--- src/rtl/ddr2_arbiter_pkg.sv ---
// ddr2_arbiter_pkg
//   Shared constants for the two-client DDR2 MIG arbiter:
//   - MIG command encodings (CMD_WRITE, CMD_READ)
//   - arbiter FSM state encodings
//   - clog2 helper for sizing counters and pointers
package ddr2_arbiter_pkg;

    localparam logic [2:0] CMD_WRITE = 3'b000;
    localparam logic [2:0] CMD_READ  = 3'b001;

    typedef enum logic [1:0] {
        ST_IDLE  = 2'd0,
        ST_WDATA = 2'd1,
        ST_WCMD  = 2'd2,
        ST_RCMD  = 2'd3
    } arb_state_e;

    // Ceiling log2, never below 1 so that a 1-deep counter still has a bit.
    function automatic int clog2(input int v);
        int r;
        r = 0;
        for (int i = 0; i < 31; i++) begin
            if ((1 << i) < v) r = i + 1;
        end
        return (r < 1) ? 1 : r;
    endfunction

endpackage

--- src/rtl/ddr2_tag_fifo.sv ---
// ddr2_tag_fifo
//   1-bit-wide synchronous FIFO recording which client issued each
//   outstanding read command.
// Ports:
//   clk_i, rst_ni   clock, asynchronous active-low reset
//   push_i, din_i   write a client id (ignored while full)
//   pop_i           drop the head entry (ignored while empty)
//   head_o          client id at the head
//   full_o, empty_o occupancy flags
module ddr2_tag_fifo
    import ddr2_arbiter_pkg::*;
#(
    parameter int DEPTH = 16
) (
    input  logic clk_i,
    input  logic rst_ni,
    input  logic push_i,
    input  logic din_i,
    input  logic pop_i,
    output logic head_o,
    output logic full_o,
    output logic empty_o
);

    localparam int PW = clog2(DEPTH);
    localparam int CW = PW + 1;

    logic [DEPTH-1:0] mem_q;
    logic [PW-1:0]    wptr_q, rptr_q;
    logic [CW-1:0]    cnt_q;
    logic             push_ok, pop_ok;

    assign push_ok = push_i && !full_o;
    assign pop_ok  = pop_i && !empty_o;

    always_ff @(posedge clk_i or negedge rst_ni) begin
        if (!rst_ni) begin
            mem_q  <= '0;
            wptr_q <= '0;
            rptr_q <= '0;
            cnt_q  <= '0;
        end else begin
            if (push_ok) begin
                mem_q[wptr_q] <= din_i;
                wptr_q        <= wptr_q + PW'(1);
            end
            if (pop_ok) rptr_q <= rptr_q + PW'(1);
            // Simultaneous push and pop leaves occupancy unchanged.
            case ({push_ok, pop_ok})
                2'b10:   cnt_q <= cnt_q + CW'(1);
                2'b01:   cnt_q <= cnt_q - CW'(1);
                default: cnt_q <= cnt_q;
            endcase
        end
    end

    assign head_o  = mem_q[rptr_q];
    assign full_o  = (cnt_q == CW'(DEPTH));
    assign empty_o = (cnt_q == '0);

endmodule

--- src/rtl/ddr2_arbiter.sv ---
// ddr2_arbiter
//   Shares one DDR2 MIG user interface between clients c0 and c1 with
//   round-robin arbitration per burst. Write bursts pull BURST_WORDS words
//   from the selected client into the write-data FIFO, then issue the
//   command; read commands push the client id into a tag FIFO so returned
//   data is steered back to the issuer in return order.
// Ports:
//   s_clk, s_rst_n          clock, asynchronous active-low reset
//   s_phy_init_done         gates arbitration
//   cN_req/cmd_wr/addr      client burst request (held until grant)
//   cN_grant                one-cycle pulse when the command reaches MIG
//   cN_wdf_rd/data/mask     first-word-fall-through write data pull
//   cN_rd_data_valid/data   read return (data register shared)
//   s_app_af_*              MIG command FIFO
//   s_app_wdf_*             MIG write-data FIFO
//   s_app_rd_data*          MIG read return
//   s_rd_err                sticky: read data with no outstanding tag
module ddr2_arbiter
    import ddr2_arbiter_pkg::*;
#(
    parameter int APPDATA_WIDTH = 32,
    parameter int MASK_WIDTH    = 4,
    parameter int ADDR_WIDTH    = 31,
    parameter int BURST_WORDS   = 2,
    parameter int TAG_DEPTH     = 16
) (
    input  logic                     s_clk,
    input  logic                     s_rst_n,
    input  logic                     s_phy_init_done,
    input  logic                     c0_req,
    input  logic                     c0_cmd_wr,
    input  logic [ADDR_WIDTH-1:0]    c0_addr,
    output logic                     c0_grant,
    output logic                     c0_wdf_rd,
    input  logic [APPDATA_WIDTH-1:0] c0_wdf_data,
    input  logic [MASK_WIDTH-1:0]    c0_wdf_mask,
    output logic                     c0_rd_data_valid,
    output logic [APPDATA_WIDTH-1:0] c0_rd_data,
    input  logic                     c1_req,
    input  logic                     c1_cmd_wr,
    input  logic [ADDR_WIDTH-1:0]    c1_addr,
    output logic                     c1_grant,
    output logic                     c1_wdf_rd,
    input  logic [APPDATA_WIDTH-1:0] c1_wdf_data,
    input  logic [MASK_WIDTH-1:0]    c1_wdf_mask,
    output logic                     c1_rd_data_valid,
    output logic [APPDATA_WIDTH-1:0] c1_rd_data,
    output logic                     s_app_af_wren,
    output logic [2:0]               s_app_af_cmd,
    output logic [ADDR_WIDTH-1:0]    s_app_af_addr,
    input  logic                     s_app_af_afull,
    output logic                     s_app_wdf_wren,
    output logic [APPDATA_WIDTH-1:0] s_app_wdf_data,
    output logic [MASK_WIDTH-1:0]    s_app_wdf_mask_data,
    input  logic                     s_app_wdf_afull,
    input  logic                     s_app_rd_data_valid,
    input  logic [APPDATA_WIDTH-1:0] s_app_rd_data,
    output logic                     s_rd_err
);

    localparam int              BW        = clog2(BURST_WORDS);
    localparam logic [BW-1:0]   LAST_BEAT = BW'(BURST_WORDS - 1);

    arb_state_e               state_q;
    logic                     sel_q;     // client owning the current burst
    logic                     prio_q;    // client favoured on a tie
    logic [ADDR_WIDTH-1:0]    addr_q;
    logic [BW-1:0]            wcnt_q, beat_q;

    logic [1:0]               grant_q, rd_vld_q;
    logic                     af_wren_q, wdf_wren_q, rd_err_q;
    logic [2:0]               af_cmd_q;
    logic [ADDR_WIDTH-1:0]    af_addr_q;
    logic [APPDATA_WIDTH-1:0] wdf_data_q, rd_data_q;
    logic [MASK_WIDTH-1:0]    wdf_mask_q;

    logic                     any_req, win, win_wr, wdf_go, cmd_go;
    logic [ADDR_WIDTH-1:0]    win_addr;
    logic                     tag_push, tag_pop, tag_head, tag_full, tag_empty;

    assign any_req  = c0_req || c1_req;
    assign win      = (c0_req && c1_req) ? prio_q : c1_req;
    assign win_wr   = win ? c1_cmd_wr : c0_cmd_wr;
    assign win_addr = win ? c1_addr : c0_addr;

    assign wdf_go    = (state_q == ST_WDATA) && !s_app_wdf_afull;
    assign c0_wdf_rd = wdf_go && !sel_q;
    assign c1_wdf_rd = wdf_go && sel_q;

    // A read command may only issue when its tag has somewhere to go.
    assign cmd_go   = !s_app_af_afull &&
                      ((state_q == ST_WCMD) || ((state_q == ST_RCMD) && !tag_full));
    assign tag_push = (state_q == ST_RCMD) && cmd_go;
    assign tag_pop  = s_app_rd_data_valid && !tag_empty && (beat_q == LAST_BEAT);

    ddr2_tag_fifo #(.DEPTH(TAG_DEPTH)) u_tag_fifo (
        .clk_i   (s_clk),
        .rst_ni  (s_rst_n),
        .push_i  (tag_push),
        .din_i   (sel_q),
        .pop_i   (tag_pop),
        .head_o  (tag_head),
        .full_o  (tag_full),
        .empty_o (tag_empty)
    );

    always_ff @(posedge s_clk or negedge s_rst_n) begin
        if (!s_rst_n) begin
            state_q    <= ST_IDLE;
            sel_q      <= 1'b0;
            prio_q     <= 1'b0;
            addr_q     <= '0;
            wcnt_q     <= '0;
            grant_q    <= '0;
            af_wren_q  <= 1'b0;
            af_cmd_q   <= '0;
            af_addr_q  <= '0;
            wdf_wren_q <= 1'b0;
            wdf_data_q <= '0;
            wdf_mask_q <= '0;
        end else begin
            grant_q    <= '0;
            af_wren_q  <= 1'b0;
            wdf_wren_q <= 1'b0;
            case (state_q)
                ST_IDLE: begin
                    if (s_phy_init_done && any_req) begin
                        sel_q   <= win;
                        addr_q  <= win_addr;
                        state_q <= win_wr ? ST_WDATA : ST_RCMD;
                    end
                end
                ST_WDATA: begin
                    if (!s_app_wdf_afull) begin
                        wdf_wren_q <= 1'b1;
                        wdf_data_q <= sel_q ? c1_wdf_data : c0_wdf_data;
                        wdf_mask_q <= sel_q ? c1_wdf_mask : c0_wdf_mask;
                        if (wcnt_q == LAST_BEAT) begin
                            wcnt_q  <= '0;
                            state_q <= ST_WCMD;
                        end else begin
                            wcnt_q <= wcnt_q + BW'(1);
                        end
                    end
                end
                ST_WCMD, ST_RCMD: begin
                    if (cmd_go) begin
                        af_wren_q      <= 1'b1;
                        af_cmd_q       <= (state_q == ST_WCMD) ? CMD_WRITE : CMD_READ;
                        af_addr_q      <= addr_q;
                        grant_q[sel_q] <= 1'b1;
                        prio_q         <= ~sel_q;
                        state_q        <= ST_IDLE;
                    end
                end
                default: state_q <= ST_IDLE;
            endcase
        end
    end

    // Read return: the tag head picks the client; an empty tag FIFO means
    // the MIG returned data nobody asked for, so it is dropped and flagged.
    always_ff @(posedge s_clk or negedge s_rst_n) begin
        if (!s_rst_n) begin
            rd_vld_q  <= '0;
            rd_data_q <= '0;
            rd_err_q  <= 1'b0;
            beat_q    <= '0;
        end else begin
            rd_vld_q <= '0;
            if (s_app_rd_data_valid) begin
                if (tag_empty) begin
                    rd_err_q <= 1'b1;
                end else begin
                    rd_vld_q[tag_head] <= 1'b1;
                    rd_data_q          <= s_app_rd_data;
                    beat_q             <= (beat_q == LAST_BEAT) ? '0 : beat_q + BW'(1);
                end
            end
        end
    end

    assign c0_grant            = grant_q[0];
    assign c1_grant            = grant_q[1];
    assign c0_rd_data_valid    = rd_vld_q[0];
    assign c1_rd_data_valid    = rd_vld_q[1];
    assign c0_rd_data          = rd_data_q;
    assign c1_rd_data          = rd_data_q;
    assign s_app_af_wren       = af_wren_q;
    assign s_app_af_cmd        = af_cmd_q;
    assign s_app_af_addr       = af_addr_q;
    assign s_app_wdf_wren      = wdf_wren_q;
    assign s_app_wdf_data      = wdf_data_q;
    assign s_app_wdf_mask_data = wdf_mask_q;
    assign s_rd_err            = rd_err_q;

endmodule

--- config.mk ---
export PLATFORM = sky130hd
export DESIGN_NAME = ddr2_arbiter
export DESIGN_NICKNAME = d
export VERILOG_FILES = /design/src/rtl/ddr2_arbiter_pkg.sv /design/src/rtl/ddr2_tag_fifo.sv /design/src/rtl/ddr2_arbiter.sv
export SDC_FILE = /design/constraint.sdc
export NUM_CORES = 1
export LEC_CHECK = 0
export CELL_PAD_IN_SITES_DETAIL_PLACEMENT = 1
export CELL_PAD_IN_SITES_GLOBAL_PLACEMENT = 1
export CORE_MARGIN = 2
export CORE_UTILIZATION = 36
export CTS_CLUSTER_DIAMETER = 60
export DETAILED_ROUTE_END_ITERATION = 10
export MAX_ROUTING_LAYER = met4
export PLACE_DENSITY = 0.94
export SKIP_CTS_REPAIR_TIMING = 1
export SLEW_MARGIN = 30
export SYNTH_ARGS = -nofsm -noshare
export SYNTH_HDL_FRONTEND = slang
export SYNTH_HIERARCHICAL = 1
export SYNTH_SLANG_ARGS = --single-unit
--- constraint.sdc ---
create_clock -name s_clk -period 10.2 [get_ports s_clk]
set_clock_uncertainty 0.05 [all_clocks]
set_input_delay 2.55 -clock s_clk [delete_from_list [all_inputs] [get_ports s_clk]]
set_output_delay 2.55 -clock s_clk [all_outputs]
set_load 0.01 [all_outputs]
==> run metrics, run 1 <==
number of synthesis warnings=6; Tmin final=7.20 ns; minimum hold slack=0.412 ns; FMAX=139 MHz; commonest cells after routing, fill and taps aside=clkdlybuf4s50_1, dfrtp_1, mux2_2, mux2i_1; worst-skew pair later-pin latency=0.42 ns; n_diodes=0; post-synth cell types=46; clock buffers created by TritonCTS=17; count of flip-flops with a built-in enable after synthesis=0; Post-route DRC=0; setup repair after global routing missed its margin=false; Floorplan Core Area=21200 sq um; antenna violations before repair=0; Clock Sink Count=173; Nets=1070; max capacitance violation total=0; Reg power frac=37.2%; total overflow reported by the global router=0; pre-CTS setup slack=3.00 ns; Die Height=151 microns; total global routing track utilization=20.0%; site row count=53; result of the run=finished clean; combinational share of power=42.5%; path category of the worst min-delay check=register to register; CTS H-tree depth=4; WP data required=7.60 ns; io pins=319; last weighted congestion value of the routability-driven placer=0.764; P_leak=4.72 nW; width of the die=151 microns; most used flip-flop cell after synthesis=dfrtp_1; internal power=0.00211 W; Finish-stage setup viols=0; part of the total power dissipated in the clock network=20.3%; largest net degree at the start of global routing=100; share of synthesized area occupied by flip-flops and latches=55.3%; worst r2r path cells=13; hpwl dp=16.3 mm; critical path type=primary input to primary output; clock input transition at the sequential cells of the worst setup and hold paths=0.07 ns; top fanout value on the critical path=76; instance count along the most critical hold path=1; max-slew violation total from the final report=0; initial core utilization=37.0%; switching part of the total=34.7%; layout overhead on the synthesized area=47.5%; cell area after synthesis=7830 sq um; per-cell routed wire length=19.1 microns; period utilization=70.6%; layout cell share with drive strength beyond 1=12.5%; Post-DRT Antenna Nets=0; VDD IR max=0.000124 V; Seq cells post-synth=173; CTS Buffer Depth=2; final hold violation count=0; Post-Synthesis Cells=621; Avg Vias per Cell=5.07; via count of the first global-routing pass=6286; IO Port Bufs=316; WL final=22.4 mm; worst-margin pin slew=0.804 ns; relative slew slack=46.4%; clock tree from TritonCTS=done; startpoint types=primary input; fraction of synthesis flops using an asynchronous set or reset pin=100%; net switching power=0.00112 W; iteration count of the initial detailed-routing pass=7; Setup crit end kind=primary output; total power per unit cell area=280 nW/um^2; CTS Root Cell=clkbuf_16; WP data arrival=4.60 ns; vias after detailed routing=5938; worst setup margin=3.00 ns; Avg Inst Size Synth=12.6 sq um; area of the die=22900 sq um; Register-to-Register Setup Slack=6.47 ns; most frequent standard cell in the layout excluding fill and tap cells=clkdlybuf4s50_1; Iteration-0 DRC Markers=189; setup TNS=0 ns; first-pass GRT wire length=34.2 mm
==> registers in the layout (all words and copies together) (netlist names), 2 cells and up <==
signal,cells
u_tag_fifo/cnt_q,5
state_q,2
u_tag_fifo/rptr_q,4
s_app_af_addr,31
c0_rd_data,32
rd_vld_q,2
grant_q,2
addr_q,31
u_tag_fifo/mem_q,16
s_app_wdf_data,32
u_tag_fifo/wptr_q,4
s_app_wdf_mask_data,4
==> area by class of cell <==
| type | count | area (sq um) |
|---|---|---|
| Fill cell | 2147 | 9610 |
| Clock inverter | 15 | 166 |
| Timing Repair Buffer | 323 | 3240 |
| Multi-Input combinational cell | 358 | 3000 |
| Sequential cell | 173 | 4330 |
| Clock buffer | 17 | 425 |
| Tap cell | 275 | 344 |
| Inverter | 11 | 41.3 |
==> path summary, 6_finish.rpt <==
check / start / endpoint
min in group asynchronous: s_rst_n / c0_rd_data[29]
worst min-delay path: s_rd_err / s_rd_err
worst max register to register: u_tag_fifo/cnt_q[0] / u_tag_fifo/cnt_q[4]
worst min register to register: s_rd_err / s_rd_err
max in group asynchronous: s_rst_n / sel_q
worst max-delay path: s_app_wdf_afull / c1_wdf_rd
==> routing by layer <==
| layer | up-vias | GRT usage (%) | wire length [microns] |
|---|---|---|---|
| li1 | 2723 | - | - |
| met4 | 0 | 4.16 | 215 |
| met5 | - | - | 0 |
| met1 | 2989 | 24.3 | 8970 |
| met2 | 210 | 33.6 | 11700 |
| met3 | 16 | 5.69 | 1480 |
==> stage by stage <==
step | instances | area, sq um | utilization (%) | power [W]
after global placement | 1139 | 10900 | 51.6 | 0.00251
after floorplan | 622 | 7830 | - | 0.00192
after CTS | 1171 | 11500 | 54.4 | 0.00327
after global routing | 1172 | 11500 | 54.6 | 0.00344
final | 1172 | 11500 | 54.6 | 0.00323
after detailed placement | 1139 | 10900 | 51.6 | 0.00259
==> cell usage after synthesis, types with 2 or more instances <==
library cell  number  area (sq um)
nand3_1           12          60.1
a2bb2oi_1         31           272
mux2_2            54           608
o21ai_0            6          30.0
inv_1             10          37.5
a21o_1             2          15.0
nand3_2            2          20.0
buf_4             42           315
mux2_1            28           315
a21oi_1           38           190
mux4_2             2          45.0
clkbuf_1          17          63.8
nand4_1            6          37.5
o32ai_1           32           280
nor2b_1            9          56.3
buf_2             19          95.1
ha_1               9           113
xnor2_1            7          61.3
mux2i_1           40           400
nor3b_2            2          25.0
and2_1             5          31.3
dfrtp_1          173          4330
xor2_1             5          43.8
buf_6              2          22.5
nor2_1            38           143
nand2_1           10          37.5
==> cell families after synthesis <==
| logic type | synth area share, % |
|---|---|
| AOI/OAI and AO/OA | 11.0 |
| xor gates and xnor gates | 1.34 |
| adders and majority gates | 1.69 |
| buffers and inverters | 6.87 |
| DFF | 55.3 |
| muxes | 17.7 |
| other | 0.0479 |
| and+or+nand+nor | 6.10 |
==> power groups by stage <==
stage	clock network [W]	registers, W	logic [W]
2_1_floorplan	0	0.00122	0.000703
3_3_place_gp	0	0.00119	0.00133
3_5_place_dp	0	0.00121	0.00138
4_1_cts	0.000672	0.00121	0.00139
5_1_grt	0.000705	0.00125	0.00149
6_report	0.000654	0.00120	0.00137
==> critical path, cell delays in order <==
cell             delay [ns]
clkdlybuf4s50_1        0.45
nor3b_4                0.19
buf_4                  0.59
and2_1                 0.23
clkdlybuf4s50_1        0.55
(Power assumes the default switching activity.)
==> run 2, diff against run 1 <==
--- a/config.mk
+++ b/config.mk
@@ -8,11 +8,11 @@
 export CELL_PAD_IN_SITES_DETAIL_PLACEMENT = 1
 export CELL_PAD_IN_SITES_GLOBAL_PLACEMENT = 1
 export CORE_MARGIN = 2
-export CORE_UTILIZATION = 36
+export CORE_UTILIZATION = 33
 export CTS_CLUSTER_DIAMETER = 60
 export DETAILED_ROUTE_END_ITERATION = 10
 export MAX_ROUTING_LAYER = met4
-export PLACE_DENSITY = 0.94
+export PLACE_DENSITY = 0.88
 export SKIP_CTS_REPAIR_TIMING = 1
 export SLEW_MARGIN = 30
 export SYNTH_ARGS = -nofsm -noshare
==> constraint.sdc (replaced) <==
create_clock -name s_clk -period 7.3 [get_ports s_clk]
set_clock_uncertainty 0.05 [all_clocks]
set_input_delay 1.825 -clock s_clk [delete_from_list [all_inputs] [get_ports s_clk]]
set_output_delay 1.825 -clock s_clk [all_outputs]
set_load 0.01 [all_outputs]
==> run metrics, run 2 (same netlist as run 1, synthesis figures left out) <==
Iteration-0 DRC Markers=260 (+38%); commonest cells after routing, fill and taps aside=clkdlybuf4s50_1, dfrtp_1, mux2_2, mux2i_1; critical path type=primary input to primary output; minimum hold slack=0.419 ns (+0.00638 ns); max capacitance violation total=0 (unchanged); result of the run=finished clean; worst-skew pair later-pin latency=0.42 ns (about the same); clock tree from TritonCTS=done; WP data arrival=3.37 ns (-1.23 ns); per-cell routed wire length=18.7 microns (-2.1%); area of the die=25000 sq um (+8.8%); Post-DRT Antenna Nets=0 (unchanged); relative slew slack=44.9% (-1.5 points); CTS H-tree depth=4 (unchanged); last weighted congestion value of the routability-driven placer=0.718 (-6.0%); pre-CTS setup slack=1.97 ns (-1.03 ns); Nets=1071 (+0.093%); iteration count of the initial detailed-routing pass=5 (-2); CTS Buffer Depth=2 (unchanged); vias after detailed routing=5986 (+0.81%); Floorplan Core Area=23400 sq um (+11%); largest net degree at the start of global routing=110 (+10%); layout overhead on the synthesized area=48.6%; total overflow reported by the global router=0 (unchanged); VDD IR max=0.000258 V (+110%); instance count along the most critical hold path=1 (unchanged); total power per unit cell area=391 nW/um^2 (+40%); Die Height=158 microns (+4.3%); hpwl dp=16.4 mm (+0.31%); FMAX=191 MHz; Setup crit end kind=primary output; P_leak=4.73 nW (+0.15%); most frequent standard cell in the layout excluding fill and tap cells=clkdlybuf4s50_1; path category of the worst min-delay check=register to register; via count of the first global-routing pass=6422 (+2.2%); post-layout instance area=11600 sq um (+0.79%); antenna violations before repair=0 (unchanged); end point of the critical path=c0_wdf_rd; startpoint types=primary input; worst-margin pin slew=0.827 ns (+0.0225 ns); IO Port Bufs=316 (unchanged); worst r2r path cells=14 (+1); Finish-stage setup viols=0 (unchanged); first-pass GRT wire length=34.6 mm (+1.1%); worst setup margin=2.05 ns (-0.946 ns); launch point of the critical path=s_app_wdf_afull; io pins=319 (unchanged); final hold violation count=0 (unchanged); WP data required=5.43 ns (-2.17 ns); total global routing track utilization=18.4% (-1.7 points); period utilization=71.9%; setup TNS=0 ns (unchanged); Avg Vias per Cell=4.92 (-2.9%); power after layout=0.00455 W (+41%); Register-to-Register Setup Slack=3.49 ns (-2.98 ns); max-slew violation total from the final report=0 (unchanged); Clock Sink Count=173 (unchanged); clock buffers created by TritonCTS=17 (unchanged); reg2reg end=u_tag_fifo/cnt_q[4]; WL final=22.8 mm (+1.7%); setup repair after global routing missed its margin=false; initial core utilization=33.5% (-3.6 points); Post-route DRC=0 (unchanged); site row count=56 (+5.7%); CTS Root Cell=clkbuf_16; n_diodes=0 (unchanged); clock input transition at the sequential cells of the worst setup and hold paths=0.08 ns (about the same); layout cell share with drive strength beyond 1=12.6% (+0.097 points); top fanout value on the critical path=4 (-95%); width of the die=158 microns (+4.3%); launch instance of the worst register-to-register path=u_tag_fifo/cnt_q[0]; Tmin final=5.25 ns; post-placement cell area=11000 sq um (+0.57%)
==> run 2: cell types whose count changed in the layout (fill, tap and decap cells not counted) <==
cell / before / now
clkinv_8: 1 / 6
buf_4: 5 / 7
inv_8: 4 / 1
clkinvlp_4: 0 / 1
clkinv_2: 1 / 0
buf_6: 1 / 0
inv_6: 6 / 4
==> run 2: how the worst min path moves through the flow <==
| stage | slack (ns) | endpoint | start |
|---|---|---|---|
| 6_report | 0.42 | wcnt_q | wcnt_q |
| 5_1_grt | 0.44 | wcnt_q | wcnt_q |
| 4_1_cts | 0.42 | wcnt_q | wcnt_q |
| 3_5_place_dp | 0.41 | wcnt_q | wcnt_q |
| 3_3_place_gp | 0.39 | s_rd_err | s_rd_err |
| 2_1_floorplan | 0.38 | beat_q | beat_q |
==> run 2: layer usage <==
metal	vias to the layer above	part of all wire, %	global-route usage [%]
li1	2727	-	-
met1	3014	42	22.3
met2	223	51	30.8
met3	22	6.2	4.71
met4	0	1.1	4.20
met5	-	0	-
==> run 2: where the power goes <==
group / leakage (nW) / internal, W / switching (W)
combinational: 2.44 / 0.00109 / 0.000862
clock: 0.298 / 0.000496 / 0.000450
sequential: 2.00 / 0.00136 / 0.000294
total: 4.73 / 0.00295 / 0.00161
==> run 2: stage by stage <==
stage / utilization, % / instances
final: 49.7 / 1217
after global routing: 49.7 / 1217
after CTS: 49.6 / 1216
after detailed placement: 46.9 / 1184
after global placement: 46.9 / 1184
after floorplan: - / 622
==> run 2: worst max-delay path: stages <==
cell             delay [ns]
clkdlybuf4s50_1        0.47
nor3b_4                0.34
nor2b_1                0.18
clkdlybuf4s50_1        0.56
==> run 2: layout make-up <==
type                            instances  area (sq um)
Multi-Input combinational cell        358          3000
Inverter                               11          41.3
Fill cell                            2467         11800
Timing Repair Buffer                  324          3250
Sequential cell                       173          4330
Clock inverter                         15           199
Clock buffer                           17           425
Tap cell                              319           399
